**config.mk**
```make
export PLATFORM = sky130hd
export DESIGN_NAME = out_display_flat
export DESIGN_NICKNAME = d
export VERILOG_FILES = /design/src/rtl/out_display_pkg.sv /design/src/rtl/out_display_if.sv /design/src/rtl/out_display_hex7seg.sv /design/src/rtl/out_display.sv /design/src/flat_wrapper.sv
export SDC_FILE = /design/constraint.sdc
export NUM_CORES = 1
export LEC_CHECK = 0
export ABC_AREA = 0
export BUFFER_PORTS_ARGS = -buffer_cell sky130_fd_sc_hd__buf_2
export CORE_MARGIN = 4
export CORE_UTILIZATION = 37
export DETAILED_ROUTE_END_ITERATION = 10
export PLACE_DENSITY = 0.58
export SLEW_MARGIN = 20
export SYNTH_ARGS = -nofsm -noshare
export SYNTH_HDL_FRONTEND = slang
export SYNTH_SLANG_ARGS = --single-unit
```
**constraint.sdc**
```tcl
create_clock -name clock -period 3.3 [get_ports clock]
set_input_delay 0.165 -clock clock [delete_from_list [all_inputs] [get_ports clock]]
set_output_delay 0.165 -clock clock [all_outputs]
set_load 0.01 [all_outputs]
```
**src/rtl/out_display_pkg.sv**
```systemverilog
// out_display_pkg
// Shared constants for the output-display peripheral: the active-low
// seven-segment patterns for each hex digit, the blank/none patterns used
// while the display is idle, and the digit that carries the decimal point.
// Segment bit order is {g,f,e,d,c,b,a}; a 0 lights the segment.
package out_display_pkg;

    localparam logic [6:0] SEG_0 = 7'b1000000;
    localparam logic [6:0] SEG_1 = 7'b1111001;
    localparam logic [6:0] SEG_2 = 7'b0100100;
    localparam logic [6:0] SEG_3 = 7'b0110000;
    localparam logic [6:0] SEG_4 = 7'b0011001;
    localparam logic [6:0] SEG_5 = 7'b0010010;
    localparam logic [6:0] SEG_6 = 7'b0000010;
    localparam logic [6:0] SEG_7 = 7'b1111000;
    localparam logic [6:0] SEG_8 = 7'b0000000;
    localparam logic [6:0] SEG_9 = 7'b0010000;
    localparam logic [6:0] SEG_A = 7'b0001000;
    localparam logic [6:0] SEG_B = 7'b0000011;
    localparam logic [6:0] SEG_C = 7'b1000110;
    localparam logic [6:0] SEG_D = 7'b0100001;
    localparam logic [6:0] SEG_E = 7'b0000110;
    localparam logic [6:0] SEG_F = 7'b0001110;

    // All segments dark / no digit enabled.
    localparam logic [6:0] SEG_BLANK = 7'h7F;
    localparam logic [7:0] AN_NONE   = 8'hFF;

    // The decimal point on this digit separates val1 (left) from val2 (right).
    localparam logic [2:0] DP_DIGIT = 3'd4;

endpackage

```
**src/rtl/out_display_if.sv**
```systemverilog
// out_display_if
// The processor's OUT-instruction port as seen by output peripherals.
//   outdisplay : one-cycle write strobe per OUT instruction
//   outsel     : target slot index
//   outval1    : value for the left four digits
//   outval2    : value for the right four digits
// The processor side uses the master modport, peripherals use slave.
interface out_display_if;

    logic        outdisplay;
    logic [2:0]  outsel;
    logic [15:0] outval1;
    logic [15:0] outval2;

    modport master (
        output outdisplay,
        output outsel,
        output outval1,
        output outval2
    );

    modport slave (
        input outdisplay,
        input outsel,
        input outval1,
        input outval2
    );

endinterface

```
**src/rtl/out_display_hex7seg.sv**
```systemverilog
// hex7seg
// Combinational hex-digit to seven-segment decoder, active-low outputs.
//   nibble : 4-bit value to show
//   seg_n  : segments {g,f,e,d,c,b,a}, 0 = lit
// Kept standalone so other board peripherals can reuse it.
module hex7seg
    import out_display_pkg::*;
(
    input  logic [3:0] nibble,
    output logic [6:0] seg_n
);

    always_comb begin
        seg_n = SEG_BLANK;
        case (nibble)
            4'h0: seg_n = SEG_0;
            4'h1: seg_n = SEG_1;
            4'h2: seg_n = SEG_2;
            4'h3: seg_n = SEG_3;
            4'h4: seg_n = SEG_4;
            4'h5: seg_n = SEG_5;
            4'h6: seg_n = SEG_6;
            4'h7: seg_n = SEG_7;
            4'h8: seg_n = SEG_8;
            4'h9: seg_n = SEG_9;
            4'hA: seg_n = SEG_A;
            4'hB: seg_n = SEG_B;
            4'hC: seg_n = SEG_C;
            4'hD: seg_n = SEG_D;
            4'hE: seg_n = SEG_E;
            4'hF: seg_n = SEG_F;
            default: seg_n = SEG_BLANK;
        endcase
    end

endmodule

```
**src/rtl/out_display.sv**
```systemverilog
// out_display
// Holds eight 32-bit display slots written by the processor's OUT port and
// scans one of them, chosen by view_sel, onto an 8-digit common-anode
// seven-segment display.
//   clock    : system clock, all state on posedge
//   reset    : synchronous, active-high
//   bus      : OUT-instruction port (slave side)
//   view_sel : slot currently shown
//   an_n     : digit enables, active-low, bit 0 = rightmost digit
//   seg_n    : segments {g..a}, active-low
//   dp_n     : decimal point, active-low
//   updated  : per-slot "written since last viewed" flags
module out_display
    import out_display_pkg::*;
#(
    parameter int SCAN_DIV = 50000
) (
    input  logic             clock,
    input  logic             reset,
    out_display_if.slave     bus,
    input  logic [2:0]       view_sel,
    output logic [7:0]       an_n,
    output logic [6:0]       seg_n,
    output logic             dp_n,
    output logic [7:0]       updated
);

    localparam int PRE_W = (SCAN_DIV > 1) ? $clog2(SCAN_DIV) : 1;
    localparam logic [PRE_W-1:0] PRE_LAST = PRE_W'(SCAN_DIV - 1);

    logic [PRE_W-1:0] pre;
    logic [2:0]       dig;
    logic [2:0]       dig_next;
    logic             tick;
    logic [31:0]      slots [8];
    logic [31:0]      view_word;
    logic [3:0]       nibble;
    logic [6:0]       seg_pattern;
    logic [7:0]       updated_next;

    assign tick      = (pre == PRE_LAST);
    assign dig_next  = dig + 3'd1;
    assign view_word = slots[view_sel];

    // Digit d shows bits [4d+3:4d] of {val1,val2}, so digits 0-3 are val2
    // and digits 4-7 are val1. The nibble is read before this edge's write,
    // so a write landing on a tick shows up one tick later.
    assign nibble = view_word[{dig_next, 2'b00} +: 4];

    hex7seg u_hex7seg (
        .nibble (nibble),
        .seg_n  (seg_pattern)
    );

    always_ff @(posedge clock) begin
        if (reset) begin
            for (int i = 0; i < 8; i++) begin
                slots[i] <= '0;
            end
        end else if (bus.outdisplay) begin
            slots[bus.outsel] <= {bus.outval1, bus.outval2};
        end
    end

    // Clearing the viewed slot after setting means a write to the slot on
    // screen never raises its own flag.
    always_comb begin
        updated_next = updated;
        if (bus.outdisplay && (bus.outsel != view_sel)) begin
            updated_next[bus.outsel] = 1'b1;
        end
        updated_next[view_sel] = 1'b0;
    end

    always_ff @(posedge clock) begin
        if (reset) begin
            updated <= '0;
        end else begin
            updated <= updated_next;
        end
    end

    // dig resets to 7 so the first tick after reset lands on digit 0.
    always_ff @(posedge clock) begin
        if (reset) begin
            pre   <= '0;
            dig   <= 3'd7;
            an_n  <= AN_NONE;
            seg_n <= SEG_BLANK;
            dp_n  <= 1'b1;
        end else if (tick) begin
            pre   <= '0;
            dig   <= dig_next;
            an_n  <= ~(8'd1 << dig_next);
            seg_n <= seg_pattern;
            dp_n  <= (dig_next != DP_DIGIT);
        end else begin
            pre   <= pre + PRE_W'(1);
        end
    end

endmodule

```
**src/flat_wrapper.sv**
```systemverilog
// flat-port wrapper written by rule: the top's interface ports become plain ports
module out_display_flat import out_display_pkg::*;
#(
    parameter int SCAN_DIV = 50000
)
  (clock, reset, view_sel, an_n, seg_n, dp_n, updated, bus_outdisplay, bus_outsel, bus_outval1, bus_outval2);
  out_display_if bus_i ();
  input  logic clock;
  input  logic reset;
  input  logic [2:0] view_sel;
  output logic [7:0] an_n;
  output logic [6:0] seg_n;
  output logic dp_n;
  output logic [7:0] updated;
  input wire logic [$bits(bus_i.outdisplay)-1:0] bus_outdisplay;
  input wire logic [$bits(bus_i.outsel)-1:0] bus_outsel;
  input wire logic [$bits(bus_i.outval1)-1:0] bus_outval1;
  input wire logic [$bits(bus_i.outval2)-1:0] bus_outval2;
  assign bus_i.outdisplay = bus_outdisplay;
  assign bus_i.outsel = bus_outsel;
  assign bus_i.outval1 = bus_outval1;
  assign bus_i.outval2 = bus_outval2;
  out_display #(.SCAN_DIV(SCAN_DIV)) u_core (.clock(clock), .reset(reset), .bus(bus_i), .view_sel(view_sel), .an_n(an_n), .seg_n(seg_n), .dp_n(dp_n), .updated(updated));
endmodule
```
Word-level counts from Yosys, hierarchy flattened
Memory sizes are Yosys's and may differ from the RTL's. A register that Yosys moved wholly into a read port is not among the register bits. Cells that the tools add are included.

Register bits: 36. Latch bits: 0. Memory bits (writable): 256. ROM bits: 112. Output and inout port bits: 24. Word-level logic and storage cells: 40. Memories kept: 2.

Memory list: u_core.slots (depth 8, bits a word 32, read ports 1, clocked after Yosys merged registers in 0, write ports 8, RTL line out_display.sv:35) `logic [31:0] slots [8];`; (name not given) (depth 16, bits a word 7, read ports 1, clocked after Yosys merged registers in 1, write ports 0, RTL line out_display_hex7seg.sv:15) `case (nibble)`.

$add $sub $neg: 2. Multiply operators: 0. Div/mod/pow operators: 0. Magnitude comparators: 4. Eq/ne operators: 3. Shifts and indexed selects: 2. Mux-type cells: 13. Bitwise operators: 4. Reduce and logical (&&, ||, !) cells: 5.

Operators with widths (count): $mux 32 (1); $reduce_or 32->1 (1); $shiftx 32x6->4 (1); $add 16x1->16 const B (1); $eq 16x16->1 const B (1); $not 8->8 (2); $and 8x8->8 (1); $lt 3x4->1 const B (2); $mux 1 (8); $mux 8 (1); $or 8x8->8 (1); $shl 1x3->8 const A (1); $demux 1 s3 (2); $ge 3x1->1 const B (2); $add 3x1->3 const B (1); $logic_and 1x1->1 (3); $mux 3 (1); $ne 3x3->1 (1); $ne 3x3->1 const B (1); $reduce_or 2->1 (1).

Longest topological paths before layout
Gate-level depths: netlist (run 1).

Word-level depth: 7. Depth in mapped cells: 15. Mapped depth without buffers: 12.

Cells and area by module
A second synthesis (run 1) with hierarchy kept.

Cell total of the unflattened synthesis: 1074. Area, all modules: 13915.8 um^2.

By module, submodules not included: out_display (instances 1, cells each 1039, area an instance 13649.3 um^2); hex7seg (instances 1, cells each 35, area an instance 266.5 um^2).

Least setup slack after synthesis (run 1)
Ideal clock, no wire load.

Kind: input port to flip-flop. Start point: input port bus_outsel[1]. End point: memory u_core.slots[7][0] (enable). Data arrival time: 2882 ps. Setup slack: -48 ps. Stages on the path: 3. Buffers on the path: 1. Path through: clkbuf_1 > nand2_1 > o21ai_0.

RTL lines: start: declaration (RTL line flat_wrapper.sv:16) `input wire logic [$bits(bus_i.outsel)-1:0] bus_outsel;`; end: declaration (RTL line out_display.sv:35).

Final worst setup path (run 1)
Start point: register u_core.dig[0]. End point: register u_core.seg_n[0].

Cells in the longest elaborated chain, start to end: 2.

RTL lines: start: declaration (RTL line out_display.sv:32) `logic [2:0] dig;`; start signal: assignment (RTL line out_display.sv:93) `dig <= dig_next;`; $add 3x1->3 (RTL line out_display.sv:42) `assign dig_next = dig + 3'd1;`; $shiftx 32x6->4 (RTL line out_display.sv:48) `assign nibble = view_word[{dig_next, 2'b00} +: 4];`; end: declaration (RTL line out_display.sv:23) `output logic [6:0] seg_n,`.

No other way between the ends. A chain may end at the register's enable or synchronous reset.

==> summary.txt, run 1 <==
Outcome
  – Status: completed

Synthesis
  – Ys async rst share: 0%
  – Synth Flop Type: edfxtp_1
  – EDFF count, synth: 256
  – Most frequent cell after synthesis: and2_1
  – Sequential area share after synthesis: 60.7%
  – Synth cell types: 69
  – Post-synthesis area per instance: 12.9 um^2
  – Yosys warning total: 0
  – List of most frequent post-synthesis cells: 259 x and2_1, 256 x edfxtp_1, 45 x nand2_1, 43 x clkbuf_1
  – Synth Instances: 1090
  – Synth area leaders: edfxtp_1 55%, and2_1 12%, dfxtp_1 6.0%
  – Mapped cell area: 14100 um^2
  – Leading area contributor after synthesis: edfxtp_1
  – Synth top area share: 54.7%
  – Post-Syn Nets: 1143
  – Post-synthesis register bit count: 298

Place
  – Routability Congestion: 0.885
  – Port Buffers: 64
  – DP Wirelength: 24.7 mm

Power and ir drop
  – Maximum VDD drop: 432 uV
  – Pwr Density: 506 nW/um^2
  – Leakage: 5.94 nW

STA
  – Layout Skew: 0.00936 ns
  – Worst slew margin: 43.2%
  – Setup Viol. Count Final: 0
  – Period utilization: 89.1%
  – Fmax: 340 MHz
  – Post-route setup TNS: 0 ns
  – Final Hold Viols: 0
  – RSZ-0062 raised after global routing: false
  – Worst-Margin Slew: 0.851 ns
  – Worst hold slack: 0.0204 ns
  – Shortest period the worst path allows: 2.94 ns
  – Max Slew Vio Count: 0

Routing
  – Vias: 9290
  – DR vias/cell: 5.35
  – Routed len/inst: 23.3 um
  – DR pass1 iterations: 5
  – Post-Route WL: 40.5 mm
  – # DRC: 0
  – DR iter-0 viols: 867
  – Routed Antenna Nets: 0

Clock network
  – Reg clk slew, reported paths: 0.06 ns
  – PostCTS Resize Cnt: 0
  – Number of setup buffers added after CTS: 0
  – Root buf cell: clkbuf_16
  – CTS tree: built
  – Total CTS buffers: 31
  – CTS Sinks: 298
  – Cts hold-fix bufs: 31
  – Clock latency at the later pin of the worst-skew pair: 0.57 ns
  – Clock Tree Buf Depth: 3
  – H-Tree Depth: 1

Flow run
  – Max-cap violations: 0

Die
  – Die Y: 203 um
  – Row cnt: 71
  – Full die area: 41200 um^2
  – Die X: 203 um
  – Initial Util: 37.4%
  – I/O pin total: 65
  – CORE AREA: 37600 um^2

Critical path
  – Crit-path cells: ha_1 -> xor2_1 -> buf_12 -> a22oi_1 -> a32oi_1 -> or2_2 -> ha_1 -> inv_1 -> nor3_1 -> o21ai_0 -> a31oi_1
  – Worst Setup EP: u_core.seg_n[0]$_SDFFE_PP1P_
  – Reg-to-Reg End: u_core.seg_n[0]$_SDFFE_PP1P_
  – Crit path from: u_core.dig[0]$_SDFFE_PP1P_
  – Startpoint types: flop
  – Cell mode on critical path: ha_1
  – Crit path required time: 3.79 ns
  – Worst Path Max Fanout: 9
  – RR Startpoint: u_core.dig[0]$_SDFFE_PP1P_
  – Worst-case reg-to-reg path depth: 11
  – FF-to-FF setup slack: 0.36 ns
  – Worst setup EP type: flop
  – CP max stage cell: xor2_1
  – Slowest stage delay, CP: 0.48 ns
  – CP Class: flop to flop
  – Worst endpoint data arrival time: 3.43 ns

Finish
  – Layout area overhead: 17.2%
  – Fillers: 3444
  – Net count, final: 1256
  – Seq. cell area: 8530 um^2
  – Share of layout cells above drive strength 1: 19.2%
  – Multi-input gate area: 5180 um^2

Global routing
  – Total track usage: 19.5%
  – Antenna violations before repair: 1
  – First-pass GRT wire length: 61.0 mm
  – Grt total ovfl: 0
  – Largest net degree at the start of global routing: 39
  – Number of global-route vias before repair: 9448

Min path
  – Hold crit path type: primary input to flop
registers in the layout, summed over array words and instances (netlist names):
| signal | count |
|---|---|
| u_core.an_n | 8 |
| u_core.dig | 3 |
| u_core.pre | 16 |
| u_core.seg_n | 7 |
| u_core.slots | 256 |
| u_core.updated | 8 |
how the worst min path moves through the flow:
| stage | start | to | cells after the start |
|---|---|---|---|
| 2_1_floorplan | reset | u_core.seg_n[1]$_SDFFE_PP1P_ | 2 |
| 3_3_place_gp | u_core.pre[0]$_SDFF_PP0_ | u_core.pre[0]$_SDFF_PP0_ | 1 |
| 3_5_place_dp | u_core.pre[0]$_SDFF_PP0_ | u_core.pre[0]$_SDFF_PP0_ | 1 |
| 4_1_cts | bus_outsel[0] | u_core.updated[7]$_SDFF_PP0_ | 3 |
| 5_1_grt | bus_outval1[14] | u_core.slots[1][30]$_SDFFCE_PN0P_ | 2 |
| 6_report | bus_outsel[0] | u_core.updated[7]$_SDFF_PP0_ | 3 |
area by class of cell:
class / count / area share [%]
Clock inverter: 8 / 0.289
Antenna cell: 1 / 0.0152
Tap cell: 511 / 3.88
Sequential cell: 298 / 51.8
Timing Repair Buffer: 154 / 7.08
Clock buffer: 48 / 5.25
Inverter: 12 / 0.273
Multi-Input combinational cell: 706 / 31.4
cell families after synthesis:
| family | count (synthesis) | synth area share, % |
|---|---|---|
| AO/OA/AOI/OAI | 169 | 9.03 |
| XOR/XNOR | 20 | 1.25 |
| adder cells (fa/ha/maj) | 12 | 1.07 |
| buffers and inverters | 86 | 3.13 |
| flip-flops | 298 | 60.7 |
| multiplexers | 75 | 7.30 |
| AND/OR/NAND/NOR | 430 | 17.5 |
cells in the final DEF (no fill, tap or decap), types with 19 or more instances in the layout:
| master | netlist | layout |
|---|---|---|
| and2_1 | 259 | 259 |
| edfxtp_1 | 256 | 256 |
| buf_2 | 15 | 62 |
| buf_4 | 7 | 54 |
| nand2_1 | 45 | 45 |
| dfxtp_1 | 42 | 42 |
| nor2_1 | 42 | 36 |
| clkbuf_16 | 0 | 31 |
| dlygate4sd3_1 | 0 | 31 |
| mux2i_1 | 29 | 29 |
| o21ai_0 | 33 | 27 |
| a221oi_1 | 25 | 25 |
| mux2_2 | 23 | 23 |
| nand3_1 | 21 | 21 |
| a21oi_1 | 19 | 19 |
| mux4_2 | 19 | 19 |
stage by stage:
stage	instances	instance area [um^2]	total power [W]	setup slack, ns	util [%]
detailed placement	1650	15200	0.00514	0.235	40.6
finish	1738	16500	0.00834	0.360	43.8
global route	1738	16500	0.00862	0.151	43.8
global placement	1650	15200	0.00514	0.273	40.6
floorplan	1090	14100	0.00483	-0.0167	-
CTS	1737	16500	0.00840	0.352	43.8
where the power goes:
part / total (W) / switching [W] / internal (W)
Sequential: 0.00436 / 0.0000632 / 0.00429
Combinational: 0.000739 / 0.000456 / 0.000282
Clock: 0.00324 / 0.00145 / 0.00180
per-layer routing:
metal	vias to the layer above	GRT usage [%]	share of wire [%]
met3	72	3.40	6.5
met1	4599	28.4	46
met5	-	0	0
met4	0	5.82	2.9
met2	365	29.9	45
li1	4254	-	-
critical path: cells and delay by family, from the launching register on:
family | cells | cell delay [ns]
and+or+nand+nor | 2 | 0.48
DFF | 1 | 0.41
adders and majority gates | 2 | 0.44
AOI/OAI and AO/OA | 4 | 0.74
xor gates and xnor gates | 1 | 0.48
buffers and inverters | 2 | 0.29
(Power assumes the default switching activity.)
==> inputs of run 2 (changes only) <==
- RECOVER_POWER: unset -> 50
==> summary.txt, run 2 (same netlist as run 1, synthesis figures left out) <==
Critical path
  – Startpoint types: primary input (was flop)
  – Worst endpoint data arrival time: 3.33 ns (was 3.43 ns)
  – CP Class: primary input to flop (was flop to flop)
  – Worst-case reg-to-reg path depth: 11 (unchanged)
  – FF-to-FF setup slack: 0.37 ns (was 0.36 ns)
  – Worst setup EP type: flop (unchanged)
  – Worst Path Max Fanout: 32 (was 9)
  – Crit path required time: 3.62 ns (was 3.79 ns)

Die
  – Row cnt: 71 (unchanged)
  – Die Y: 203 um (unchanged)
  – CORE AREA: 37600 um^2 (unchanged)
  – Die X: 203 um (unchanged)
  – Full die area: 41200 um^2 (unchanged)
  – I/O pin total: 65 (unchanged)
  – Initial Util: 37.4% (unchanged)

Clock network
  – Root buf cell: clkbuf_16 (unchanged)
  – Clock latency at the later pin of the worst-skew pair: 0.57 ns (about the same)
  – PostCTS Resize Cnt: 0 (unchanged)
  – Number of setup buffers added after CTS: 0 (unchanged)
  – Cts hold-fix bufs: 31 (unchanged)
  – CTS Sinks: 298 (unchanged)
  – H-Tree Depth: 1 (unchanged)
  – Clock Tree Buf Depth: 3 (unchanged)
  – Total CTS buffers: 31 (unchanged)
  – CTS tree: built (unchanged)
  – Reg clk slew, reported paths: 0.06 ns (about the same)

STA
  – Fmax: 332 MHz (was 340 MHz)
  – Setup Viol. Count Final: 0 (unchanged)
  – Worst slew margin: 15.8% (was 43.2%)
  – RSZ-0062 raised after global routing: false (unchanged)
  – Max Slew Vio Count: 0 (unchanged)
  – Shortest period the worst path allows: 3.01 ns (was 2.94 ns)
  – Final Hold Viols: 0 (unchanged)
  – Worst-Margin Slew: 1.25 ns (was 0.851 ns)
  – Period utilization: 91.2% (was 89.1%)
  – Layout Skew: 0.00966 ns (was 0.00936 ns)
  – Worst hold slack: 0.0166 ns (was 0.0204 ns)

Place
  – Routability Congestion: 0.885 (unchanged)
  – DP Wirelength: 24.7 mm (unchanged)
  – Port Buffers: 64 (unchanged)

Global routing
  – Antenna violations before repair: 1 (unchanged)
  – Total track usage: 19.5% (unchanged)
  – First-pass GRT wire length: 61.0 mm (unchanged)
  – Number of global-route vias before repair: 9448 (unchanged)
  – Grt total ovfl: 0 (unchanged)
  – Largest net degree at the start of global routing: 39 (unchanged)

Power and ir drop
  – Clock share of power: 39.0% (was 38.9%)
  – Switching Share: 23.6% (about the same)
  – Net switching power figure: 0.00197 W (about the same)
  – Logic gate share of total power: 8.8% (was 8.9%)
  – Pwr Density: 509 nW/um^2 (was 506 nW/um^2)
  – Internal power: 0.00637 W (about the same)
  – Maximum VDD drop: 432 uV (about the same)
  – Sequential Power Share: 52.3% (about the same)
  – Leakage: 5.83 nW (was 5.94 nW)

Routing
  – DR iter-0 viols: 844 (was 867)
  – Routed Antenna Nets: 0 (unchanged)
  – DR pass1 iterations: 5 (unchanged)
  – Routed len/inst: 23.2 um (was 23.3 um)
  – # DRC: 0 (unchanged)
  – Post-Route WL: 40.4 mm (was 40.5 mm)
  – Vias: 9278 (was 9290)
  – DR vias/cell: 5.34 (was 5.35)

Finish
  – Most common cell after layout, fill and taps aside: edfxtp_1 (was and2_1)
  – Fin util: 43.6% (was 43.8%)
  – Highest-count cells in the layout ignoring fill and taps: 256 x edfxtp_1, 221 x and2_1, 46 x buf_4 (was 259 x and2_1, 256 x edfxtp_1, 62 x buf_2)
  – Share of layout cells above drive strength 1: 16.6% (was 19.2%)
  – Multi-input gate area: 5160 um^2 (was 5180 um^2)
  – Seq. cell area: 8530 um^2 (unchanged)
  – Max reg flops: 256 (unchanged)
  – Layout area overhead: 16.7% (was 17.2%)
  – Fillers: 3450 (was 3444)
  – Top Registers: u_core.slots x256, u_core.pre x16 (unchanged)
  – Biggest register: u_core.slots (unchanged)
  – Net count, final: 1256 (unchanged)

Min path
  – Hold Crit Depth: 3 (unchanged)
  – Hold crit path type: primary input to flop (unchanged)

Flow run
  – Max-cap violations: 0 (unchanged)

Outcome
  – Status: completed (unchanged)
-- run 2: cell type report --
cell class	instances	area share (%)
Inverter	12	0.275
Multi-Input combinational cell	706	31.5
Timing Repair Buffer	154	6.78
Sequential cell	298	52.0
Antenna cell	1	0.0153
Clock inverter	8	0.290
Clock buffer	48	5.27
Tap cell	511	3.90
-- run 2: power groups by stage --
| stage | Clock, W | Sequential [W] | Combinational (W) |
|---|---|---|---|
| 6_report | 0.00325 | 0.00436 | 0.000732 |
| 5_1_grt | 0.00345 | 0.00437 | 0.000790 |
| 4_1_cts | 0.00330 | 0.00436 | 0.000739 |
| 3_5_place_dp | 0 | 0.00444 | 0.000707 |
| 3_3_place_gp | 0 | 0.00443 | 0.000702 |
| 2_1_floorplan | 0 | 0.00442 | 0.000414 |
-- run 2: path summary, 6_finish.rpt --
| check | from | endpoint |
|---|---|---|
| hold / removal | bus_outsel[0] | u_core.updated[7]$_SDFF_PP0_ |
| hold reg to reg | u_core.pre[0]$_SDFF_PP0_ | u_core.pre[0]$_SDFF_PP0_ |
| setup reg to reg | u_core.dig[0]$_SDFFE_PP1P_ | u_core.seg_n[0]$_SDFFE_PP1P_ |
| setup / recovery | reset | u_core.slots[0][20]$_SDFFCE_PN0P_ |
-- run 2: worst max-delay path, stage by stage --
cell,delay (ns)
dlygate4sd3_1,0.52
clkbuf_1,0.54
inv_1,0.36
nand3_1,0.18
clkbuf_1,0.46
nor3_1,0.11
clkbuf_2,0.57
and2_1,0.39
-- run 2: metrics by stage --
step           power [W]  std cells  setup TNS [ns]  instance area (um^2)  setup WS [ns]
5_1_grt          0.00861       1738               0                 16400         0.0875
4_1_cts          0.00840       1737               0                 16500          0.352
2_1_floorplan    0.00483       1090           -1.07                 14100        -0.0167
3_5_place_dp     0.00514       1650               0                 15200          0.235
3_3_place_gp     0.00514       1650               0                 15200          0.273
6_report         0.00834       1738               0                 16400          0.290
-- run 2: per-layer routing --
layer | up-vias | GRT usage, % | routed length [um]
met4 | 0 | 5.82 | 1200
met1 | 4581 | 28.4 | 18300
met2 | 364 | 29.9 | 18100
met3 | 76 | 3.40 | 2780
met5 | - | 0 | 0
li1 | 4257 | - | -
